==> src/rtl/sram_ctrl_32to16.sv <==
// Splits each 32-bit CPU request into two 16-bit SRAM half-word accesses (low half, then high half).
// Accepts a request only in IDLE; resp_valid pulses in the cycle after accept edge + 2; 4 cycles per request.
module sram_ctrl_32to16 #(
  parameter int ADDR_W = 20
) (
  input  logic              clk,
  input  logic              rst,
  input  logic              req_valid,
  output logic              req_ready,
  input  logic              req_we,
  input  logic [3:0]        req_wstrb,
  input  logic [ADDR_W:0]   req_addr,
  input  logic [31:0]       req_wdata,
  output logic              resp_valid,
  output logic [31:0]       resp_rdata,
  output logic              sram_we_n,
  output logic [1:0]        sram_web_n,
  output logic [ADDR_W-1:0] sram_addr,
  output logic [15:0]       sram_wdata,
  input  logic [15:0]       sram_rdata
);

  localparam logic [1:0] IDLE = 2'd0;
  localparam logic [1:0] LO   = 2'd1;
  localparam logic [1:0] HI   = 2'd2;
  localparam logic [1:0] RESP = 2'd3;

  logic [1:0]        state_q, state_d;
  logic              we_q, we_d;
  logic [ADDR_W-2:0] word_q, word_d;
  logic [15:0]       wdata_hi_q, wdata_hi_d;
  logic [1:0]        wstrb_hi_q, wstrb_hi_d;
  logic [15:0]       data_lo_q, data_lo_d;
  logic              resp_valid_q, resp_valid_d;
  logic [31:0]       resp_rdata_q, resp_rdata_d;
  logic              sram_we_n_q, sram_we_n_d;
  logic [1:0]        sram_web_n_q, sram_web_n_d;
  logic [ADDR_W-1:0] sram_addr_q, sram_addr_d;
  logic [15:0]       sram_wdata_q, sram_wdata_d;

  // Byte-offset bits of the CPU address carry no meaning for word accesses.
  logic unused_addr_lsb;
  assign unused_addr_lsb = ^req_addr[1:0];

  always_comb begin
    state_d      = state_q;
    we_d         = we_q;
    word_d       = word_q;
    wdata_hi_d   = wdata_hi_q;
    wstrb_hi_d   = wstrb_hi_q;
    data_lo_d    = data_lo_q;
    resp_valid_d = 1'b0;
    resp_rdata_d = resp_rdata_q;
    sram_we_n_d  = sram_we_n_q;
    sram_web_n_d = sram_web_n_q;
    sram_addr_d  = sram_addr_q;
    sram_wdata_d = sram_wdata_q;
    case (state_q)
      IDLE: begin
        if (req_valid) begin
          we_d        = req_we;
          word_d      = req_addr[ADDR_W:2];
          wdata_hi_d  = req_wdata[31:16];
          wstrb_hi_d  = req_wstrb[3:2];
          sram_addr_d = {req_addr[ADDR_W:2], 1'b0};
          if (req_we) begin
            sram_wdata_d = req_wdata[15:0];
            sram_web_n_d = ~req_wstrb[1:0];
            sram_we_n_d  = ~|req_wstrb[1:0];
          end else begin
            sram_we_n_d  = 1'b1;
            sram_web_n_d = 2'b11;
          end
          state_d = LO;
        end
      end
      LO: begin
        if (!we_q) data_lo_d = sram_rdata;
        sram_addr_d = {word_q, 1'b1};
        if (we_q) begin
          sram_wdata_d = wdata_hi_q;
          sram_web_n_d = ~wstrb_hi_q;
          sram_we_n_d  = ~|wstrb_hi_q;
        end else begin
          sram_we_n_d  = 1'b1;
          sram_web_n_d = 2'b11;
        end
        state_d = HI;
      end
      HI: begin
        sram_we_n_d  = 1'b1;
        sram_web_n_d = 2'b11;
        resp_valid_d = 1'b1;
        if (!we_q) resp_rdata_d = {sram_rdata, data_lo_q};
        state_d = RESP;
      end
      RESP: state_d = IDLE;
      default: state_d = IDLE;
    endcase
  end

  always_ff @(posedge clk) begin
    if (rst) begin
      state_q      <= IDLE;
      we_q         <= 1'b0;
      word_q       <= '0;
      wdata_hi_q   <= '0;
      wstrb_hi_q   <= '0;
      data_lo_q    <= '0;
      resp_valid_q <= 1'b0;
      resp_rdata_q <= '0;
      sram_we_n_q  <= 1'b1;
      sram_web_n_q <= 2'b11;
      sram_addr_q  <= '0;
      sram_wdata_q <= '0;
    end else begin
      state_q      <= state_d;
      we_q         <= we_d;
      word_q       <= word_d;
      wdata_hi_q   <= wdata_hi_d;
      wstrb_hi_q   <= wstrb_hi_d;
      data_lo_q    <= data_lo_d;
      resp_valid_q <= resp_valid_d;
      resp_rdata_q <= resp_rdata_d;
      sram_we_n_q  <= sram_we_n_d;
      sram_web_n_q <= sram_web_n_d;
      sram_addr_q  <= sram_addr_d;
      sram_wdata_q <= sram_wdata_d;
    end
  end

  assign req_ready  = (state_q == IDLE);
  assign resp_valid = resp_valid_q;
  assign resp_rdata = resp_rdata_q;
  assign sram_we_n  = sram_we_n_q;
  assign sram_web_n = sram_web_n_q;
  assign sram_addr  = sram_addr_q;
  assign sram_wdata = sram_wdata_q;

endmodule

==> config.mk <==
export PLATFORM = sky130hd
export DESIGN_NAME = sram_ctrl_32to16
export DESIGN_NICKNAME = d
export VERILOG_FILES = /design/src/rtl/sram_ctrl_32to16.sv
export SDC_FILE = /design/constraint.sdc
export NUM_CORES = 1
export LEC_CHECK = 0
export ABC_AREA = 1
export CORE_MARGIN = 3
export CORE_UTILIZATION = 40
export DETAILED_ROUTE_END_ITERATION = 10
export PLACE_DENSITY = 0.7
export SLEW_MARGIN = 20
export SYNTH_ARGS = -nofsm -noshare
export SYNTH_HDL_FRONTEND = slang
export SYNTH_SLANG_ARGS = --single-unit
export TNS_END_PERCENT = 10
==> constraint.sdc <==
create_clock -name clk -period 2 [get_ports clk]
set_input_delay 0.2 -clock clk [delete_from_list [all_inputs] [get_ports clk]]
set_output_delay 0.2 -clock clk [all_outputs]
set_load 0.03 [all_outputs]
# == After elaboration in Yosys (flattened, before gate mapping) ==
# Cells that the tools add are included.
# Widths: inputs -> output; s select.
# totals
inputBits,77
wordCells,51
output_inout_bits,73
reg_bits,128
# classes
n_eq_ne,6
n_mux,17
n_reduce_logical,13
n_bitwise,3
# op_table
cell,count
$mux 16,3
$pmux 20 s2,1
$pmux 16 s2,1
$mux 20,1
$reduce_and 2->1,5
$mux 2,4
$pmux 2 s4,1
$pmux 2 s3,1
$eq 2x2->1 const B,2
$mux 1,4
$ne 2x2->1 const B,2
$not 2->2,2
$reduce_and 4->1,1
$reduce_or 2->1,2
$pmux 1 s3,1
$reduce_bool 3->1,1
$eq 2x1->1 const B,1
$logic_not 1->1,2
$logic_not 2->1,1
$ne 2x1->1 const B,1
$reduce_bool 2->1,1
$not 1->1,1

# == Depth between registers and ports, before layout ==
# Gate-level depths: netlist of the first run.
# logic_depth
ltp_word,5
ltp_mapped,9
ltp_nobuf,8

# == Least setup slack after synthesis of the first run ==
# OpenSTA, ideal clock, no wires.
# synth_path
path_type,register to register
from,register state_q[0]
to,"register sram_addr_q[10], in the netlist sram_addr[10]"
setup_ps,116
t_required_ps,1884
n_path_buf,2
stages_incl_launch_ff,10
path_slack_ps,139
arrival_time_ps,1745
path_cell_list,dfxtp_1 -> inv_1 -> ha_1 -> nand2_1 -> o21ai_4 -> inv_2 -> buf_2 -> buf_4 -> nor2_1 -> nor2_1
# synth_via
elab_chain_len,3
elab_cells_between_ends,6
cone_classes,2 x eq/ne; 1 x mux; 3 x reduce/logical
# synth_rtl
item,line,rtl
start: declaration,28,"logic [1:0] state_q, state_d;"
start signal: assignment,117,state_q <= state_d;
$logic_not 2->1 *,--,
named net req_ready,9,"output logic req_ready,"
$ne 2x2->1 (no source line) / $reduce_bool 2->1 (equally long branches),--,
$reduce_and 2->1 (no source line),--,
end signal: assignment,127,sram_addr_q <= sram_addr_d;
end: declaration,38,"logic [ADDR_W-1:0] sram_addr_q, sram_addr_d;"
# The timed path passes the listed nets; every way through them passes the cells marked *.
# A chain may end at the register's enable or synchronous reset.

# == Worst setup path after layout of the first run ==
# layout_path
from,register state_q[1]
to,register data_lo_q[0]
# layout_via
elab_chain_len,2
# layout_rtl
item,line,rtl
$eq 2x1->1,58,case (state_q)
$reduce_and 2->1 (no source line),--,
end signal: assignment,122,data_lo_q <= data_lo_d;
end: declaration,33,"logic [15:0] data_lo_q, data_lo_d;"
# No other way between the ends.

==> results of run 1 <==
[worst max-delay path by stage]
stage	to	cells past startpoint
6_report	data_lo_q[0]	8
5_1_grt	data_lo_q[9]	8
4_1_cts	sram_wdata[13]	8
3_5_place_dp	sram_wdata[13]	8
2_1_floorplan	sram_addr[10]	9
3_3_place_gp	sram_wdata[11]	8
[flip-flops by register name, summed over array words and instances, names as in the netlist]
name / count
resp_valid: 1
sram_addr: 20
wdata_hi_q: 16
sram_wdata: 16
we_q: 1
sram_we_n: 1
wstrb_hi_q: 2
sram_web_n: 2
state_q: 2
resp_rdata: 32
data_lo_q: 16
word_q: 19
[worst reg2reg max path, delay by kind of cell (launching register included)]
kind	cells	cell delay, ps
simple gates	3	290
fa+ha+maj	1	240
flops	1	320
buf+inv	4	940
[layout make-up]
cell class / instances / area (um2)
multi-input combinational: 513 / 2180
clock inverter: 12 / 115
inverter: 33 / 130
fill: 1119 / 4860
sequential: 128 / 2560
clock buffer: 20 / 467
tap: 168 / 210
timing repair buffer: 162 / 1630
[metrics by stage]
stage	setup slack, ps	util
finish	136	0.600
global route	-54.5	0.600
CTS	106	0.596
detailed placement	114	0.549
global placement	201	0.549
floorplan	139	-
[layout by cell type (no fill, tap or decap), types with 4 or more instances in the layout]
cell type	instances
ha_1	5
nand2_1	110
nor2_1	243
inv_1	29
a21oi_1	24
nand3_1	19
buf_12	4
clkbuf_16	17
clkdlybuf4s50_1	146
clkinv_2	8
o21ai_0	108
dfxtp_1	128
buf_4	11
[per-layer routing]
layer / up-vias / wire length, um
met5: - / 0
met1: 2172 / 6350
met4: 0 / 191
met3: 16 / 875
met2: 156 / 6320
li1: 2534 / -
[cell families after synthesis]
logic type / share of synthesized area
adder cells (fa/ha/maj): 0.0124
AND/OR/NAND/NOR: 0.285
flip-flops: 0.507
AO/OA/AOI/OAI: 0.135
buffers and inverters: 0.0609
[power by group]
part / leakage [nW] / switching (mW) / internal (mW) / total [mW]
combinational: 1.88 / 3.45 / 2.10 / 5.54
clock: 0.291 / 1.07 / 1.91 / 2.98
sequential: 1.05 / 0.475 / 3.48 / 3.96
[repair_timing]
action	in CTS	in global routing
pin swaps	0	1
resized for setup	1	3
endpoints found under the setup margin	1	23
setup buffers	0	2
hold buffers	0	0
==> results.ini, run 1 <==
[outcome]
outcome = completed

[synthesis]
syn-cell-area_um2 = 5050
yosysMostFrequentCell = nor2_1
yosys-top-cells-count = nor2_1, dfxtp_1, nand2_1
synth_edf_count = 0
yosysWarnings = 0
synthArstFlopShare = 0
synth.avg_cell_area_um2 = 7.05
ys_seq_area_frac = 0.507
ys_ff_latch = 128
synth_nets = 799
synth_top_area_frac = 0.507
synth_area_leader_cell = dfxtp_1
synthTopCellsByArea = dfxtp_1, nor2_1, o21ai_0
postSynthCellCount = 717
synth_cell_types = 18
ys.flop_type = dfxtp_1

[clocking]
clk_path_buf_depth = 2
root_buffer = clkbuf_16
cts_sinks = 128
h-tree-depth = 4
clk_latency_ps = 410
cts_made_buffers = 17
tritoncts = yes
path_clk_slew_ps = 50

[detailed_routing]
finalWirelength_um = 13700
drt-initial-drc-count = 293
wl_per_cell_um = 13.3
drtPass1Iterations = 5
via_per_inst = 4.71
ant_nets = 0
num_vias = 4878
route.detailed.drc = 0

[placed_design]
place_area_um2 = 6670
place_congestion = 0.819
hpwl_um = 9200
port_buffers = 147
placed_cells = 1002

[global_routing]
busiest_layer = met2
grt.total_usage = 0.196
gr-usage-met3 = 0.0603
grtUsageMet1 = 0.253
grt_max_degree = 82
grt_pass1_vias = 4609
antenna_found_initial = 0
grt_pass1_wl_um = 22400
use_met2 = 0.309
grt_overflow = 0

[power]
power_leakage_nw = 3.23
ir_drop_v = 0.000866
power_mw = 12.5
p_per_area_nw_per_um2 = 1710

[layout]
fin_nets = 937
finalInstanceArea_um2 = 7300
fin_cells = 1036
area_delta_synth_final_pct = 44.5
antenna_cells = 0
drive_above_1_share = 0.0622

[min_path]
hp-class = input pin to register
hold_end = resp_rdata[26]
worstHoldStart = sram_rdata[10]
min_path_cells = 3

[sta]
layout_min_cycle_time_ps = 1860
worstMarginPinSlew_ps = 525
finalMaxSlewViolations = 0
rsz0062_at_grt = yes
slew_headroom = 0.650
post-route-period-util = 0.932
fmax_ghz = 0.536
setup_viol = 0
finalHoldViolCount = 0
fin_skew_ps = 4.96
fin_hold_ws_ps = 399
setup_tns_ps = 0

[worst_setup_path]
cp_cell_sequence = inv_1 -> ha_1 -> buf_4 -> nand2_1 -> buf_4 -> inv_1 -> nor2_1 -> nor2_1
crit_slowest_cell = inv_1
critPathMaxStageDelay_ps = 410
critPathBufInv = 4
r2r_slack_ps = 140
critPathTopFamily = buffers and inverters
worstSetupStartpointType = register
r2r_cells = 8
reg2reg_from = state_q[1]
crit_arrival_ps = 2210
startpoint = state_q[1]
cp_max_fo = 17
critPathRequiredTime_ps = 2340
endpoint_kind = register
reg2reg_to = data_lo_q[0]
critPathKind = register to register

[floorplanning]
rows = 40
die_x_um = 118
chipHeight_um = 118
start_util = 0.415
io_pins = 150
dieArea_um2 = 14000
core_um2 = 12200

[job]
max_cap_viol_count = 0

Power figures use the tool's default switching activity.
==> run 2, diff against run 1 <==
--- a/config.mk
+++ b/config.mk
@@ -9,6 +9,7 @@
 export CORE_MARGIN = 3
 export CORE_UTILIZATION = 40
 export DETAILED_ROUTE_END_ITERATION = 10
+export MAX_ROUTING_LAYER = met4
 export PLACE_DENSITY = 0.7
 export SLEW_MARGIN = 20
 export SYNTH_ARGS = -nofsm -noshare
==> results.ini, run 2 (same netlist as run 1, synthesis figures left out) <==
[min_path]
hp-class = input pin to register
worstHoldStart = sram_rdata[10]
min_path_cells = 3  ; unchanged
hold_end = resp_rdata[26]

[placed_design]
placed_cells = 1002  ; unchanged
hpwl_um = 9200  ; unchanged
place_area_um2 = 6670  ; unchanged
place_congestion = 0.832  ; +1.5%
port_buffers = 147  ; unchanged

[sta]
fin_skew_ps = 5.26  ; +0.298 ps
finalHoldViolCount = 0  ; unchanged
fmax_ghz = 0.545  ; +1.6%
finalMaxSlewViolations = 0  ; unchanged
fin_hold_ws_ps = 401  ; +2.36 ps
worstMarginPinSlew_ps = 500  ; -24.3 ps
post-route-period-util = 0.918  ; -0.0146
setup_tns_ps = 0  ; unchanged
layout_min_cycle_time_ps = 1840  ; -29.2 ps
slew_headroom = 0.666  ; +0.0162
setup_viol = 0  ; unchanged
rsz0062_at_grt = yes

[layout]
area_delta_synth_final_pct = 44.5  ; unchanged
finalInstanceArea_um2 = 7300  ; unchanged
layout_commonest_cell = nor2_1
final_cell_mix = nor2_1, clkdlybuf4s50_1, dfxtp_1, nand2_1, o21ai_0
nFillCells = 1119  ; unchanged
fin_nets = 937  ; unchanged
antenna_cells = 0  ; unchanged
fin_cells = 1036  ; unchanged
largest_reg_flops = 32  ; unchanged
drive_above_1_share = 0.0622  ; unchanged

[worst_setup_path]
crit_arrival_ps = 2180  ; -30 ps
critPathMaxStageDelay_ps = 390  ; -20 ps
cp_max_fo = 17  ; unchanged
reg2reg_to = data_lo_q[0]
critPathRequiredTime_ps = 2340  ; about the same
cp_cell_sequence = inv_1 -> ha_1 -> buf_4 -> nand2_1 -> buf_4 -> inv_1 -> nor2_1 -> nor2_1
crit_slowest_cell = inv_1
critPathTopFamily = buffers and inverters
worstSetupStartpointType = register
r2r_slack_ps = 160  ; +30 ps
critPathBufInv = 4  ; unchanged
reg2reg_from = state_q[1]
endpoint_kind = register
critPathKind = register to register
r2r_cells = 8  ; unchanged

[clocking]
clk_path_buf_depth = 2  ; unchanged
cts_made_buffers = 17  ; unchanged
tritoncts = yes
cts_hold_buf = 0  ; unchanged
cts_sinks = 128  ; unchanged
path_clk_slew_ps = 50  ; about the same
h-tree-depth = 4  ; unchanged
clk_latency_ps = 400  ; about the same
root_buffer = clkbuf_16

[detailed_routing]
ant_nets = 0  ; unchanged
finalWirelength_um = 13700  ; -0.30%
drt-initial-drc-count = 328  ; +12%
wl_per_cell_um = 13.2  ; -0.30%
num_vias = 4892  ; +0.29%
route.detailed.drc = 0  ; unchanged
via_per_inst = 4.72  ; +0.29%
drtPass1Iterations = 5  ; unchanged

[floorplanning]
dieArea_um2 = 14000  ; unchanged
start_util = 0.415  ; unchanged
die_x_um = 118  ; unchanged
core_um2 = 12200  ; unchanged
chipHeight_um = 118  ; unchanged
io_pins = 150  ; unchanged
rows = 40  ; unchanged

[power]
ir_drop_v = 0.000868  ; +0.19%
power_leakage_nw = 3.23  ; unchanged
p_per_area_nw_per_um2 = 1710  ; about the same

[global_routing]
grt_pass1_vias = 4602  ; -0.15%
antenna_found_initial = 0  ; unchanged
grt.total_usage = 0.202  ; +0.00565
grt_pass1_wl_um = 22400  ; about the same
grt_overflow = 0  ; unchanged
grt_max_degree = 82  ; unchanged

[job]
max_cap_viol_count = 0  ; unchanged

[outcome]
outcome = completed

-- run 2: cell type report --
cell class,instances,area [um2],share of cell area
tap,168,210,0.0288
clock inverter,12,115,0.0158
multi-input combinational,513,2180,0.299
inverter,33,130,0.0178
sequential,128,2560,0.351
timing repair buffer,162,1630,0.224
clock buffer,20,467,0.0639
-- run 2: what timing repair did --
| action | 4_1_cts | 5_1_grt |
|---|---|---|
| gates cloned | 0 | 0 |
| setup buffers | 0 | 2 |
| endpoints found under the setup margin | 1 | 23 |
| pin swaps | 0 | 1 |
| gates resized for setup | 1 | 3 |
-- run 2: layer usage --
metal / global-route usage / routed length (um) / vias up
li1: - / - / 2538
met1: 0.255 / 6340 / 2184
met2: 0.310 / 6350 / 157
met3: 0.0541 / 827 / 13
met4: 0.0753 / 178 / 0
met5: - / 0 / -
-- run 2: worst min-delay path, cell delays in order --
cell and delay [ps]:
clkdlybuf4s50_1 410, nor2_1 100, nor2_1 50
-- run 2: power breakdown --
part	switching, mW	total [mW]	internal [mW]
sequential	0.477	3.96	3.48
clock	1.07	2.98	1.91
combinational	3.43	5.53	2.10
-- run 2: metrics by stage --
step                      power [mW]  setup WS, ps  utilization
after floorplan                 7.41           139            -
after global routing            13.3         -54.6        0.600
after detailed placement        9.39           114        0.549
after CTS                       12.4           106        0.596
after global placement          9.30           201        0.549
final                           12.5           165        0.600
-- run 2: worst max-delay path by stage --
stage                          start             end  slack [ps]  depth (start not counted)
after floorplan           state_q[0]   sram_addr[10]         140                          9
after global routing      state_q[1]    data_lo_q[9]         -50                          8
after global placement    state_q[0]  sram_wdata[11]         200                          8
final                     state_q[1]    data_lo_q[0]         160                          8
after CTS                 state_q[0]  sram_wdata[13]         110                          8
after detailed placement  state_q[0]  sram_wdata[13]         110                          8
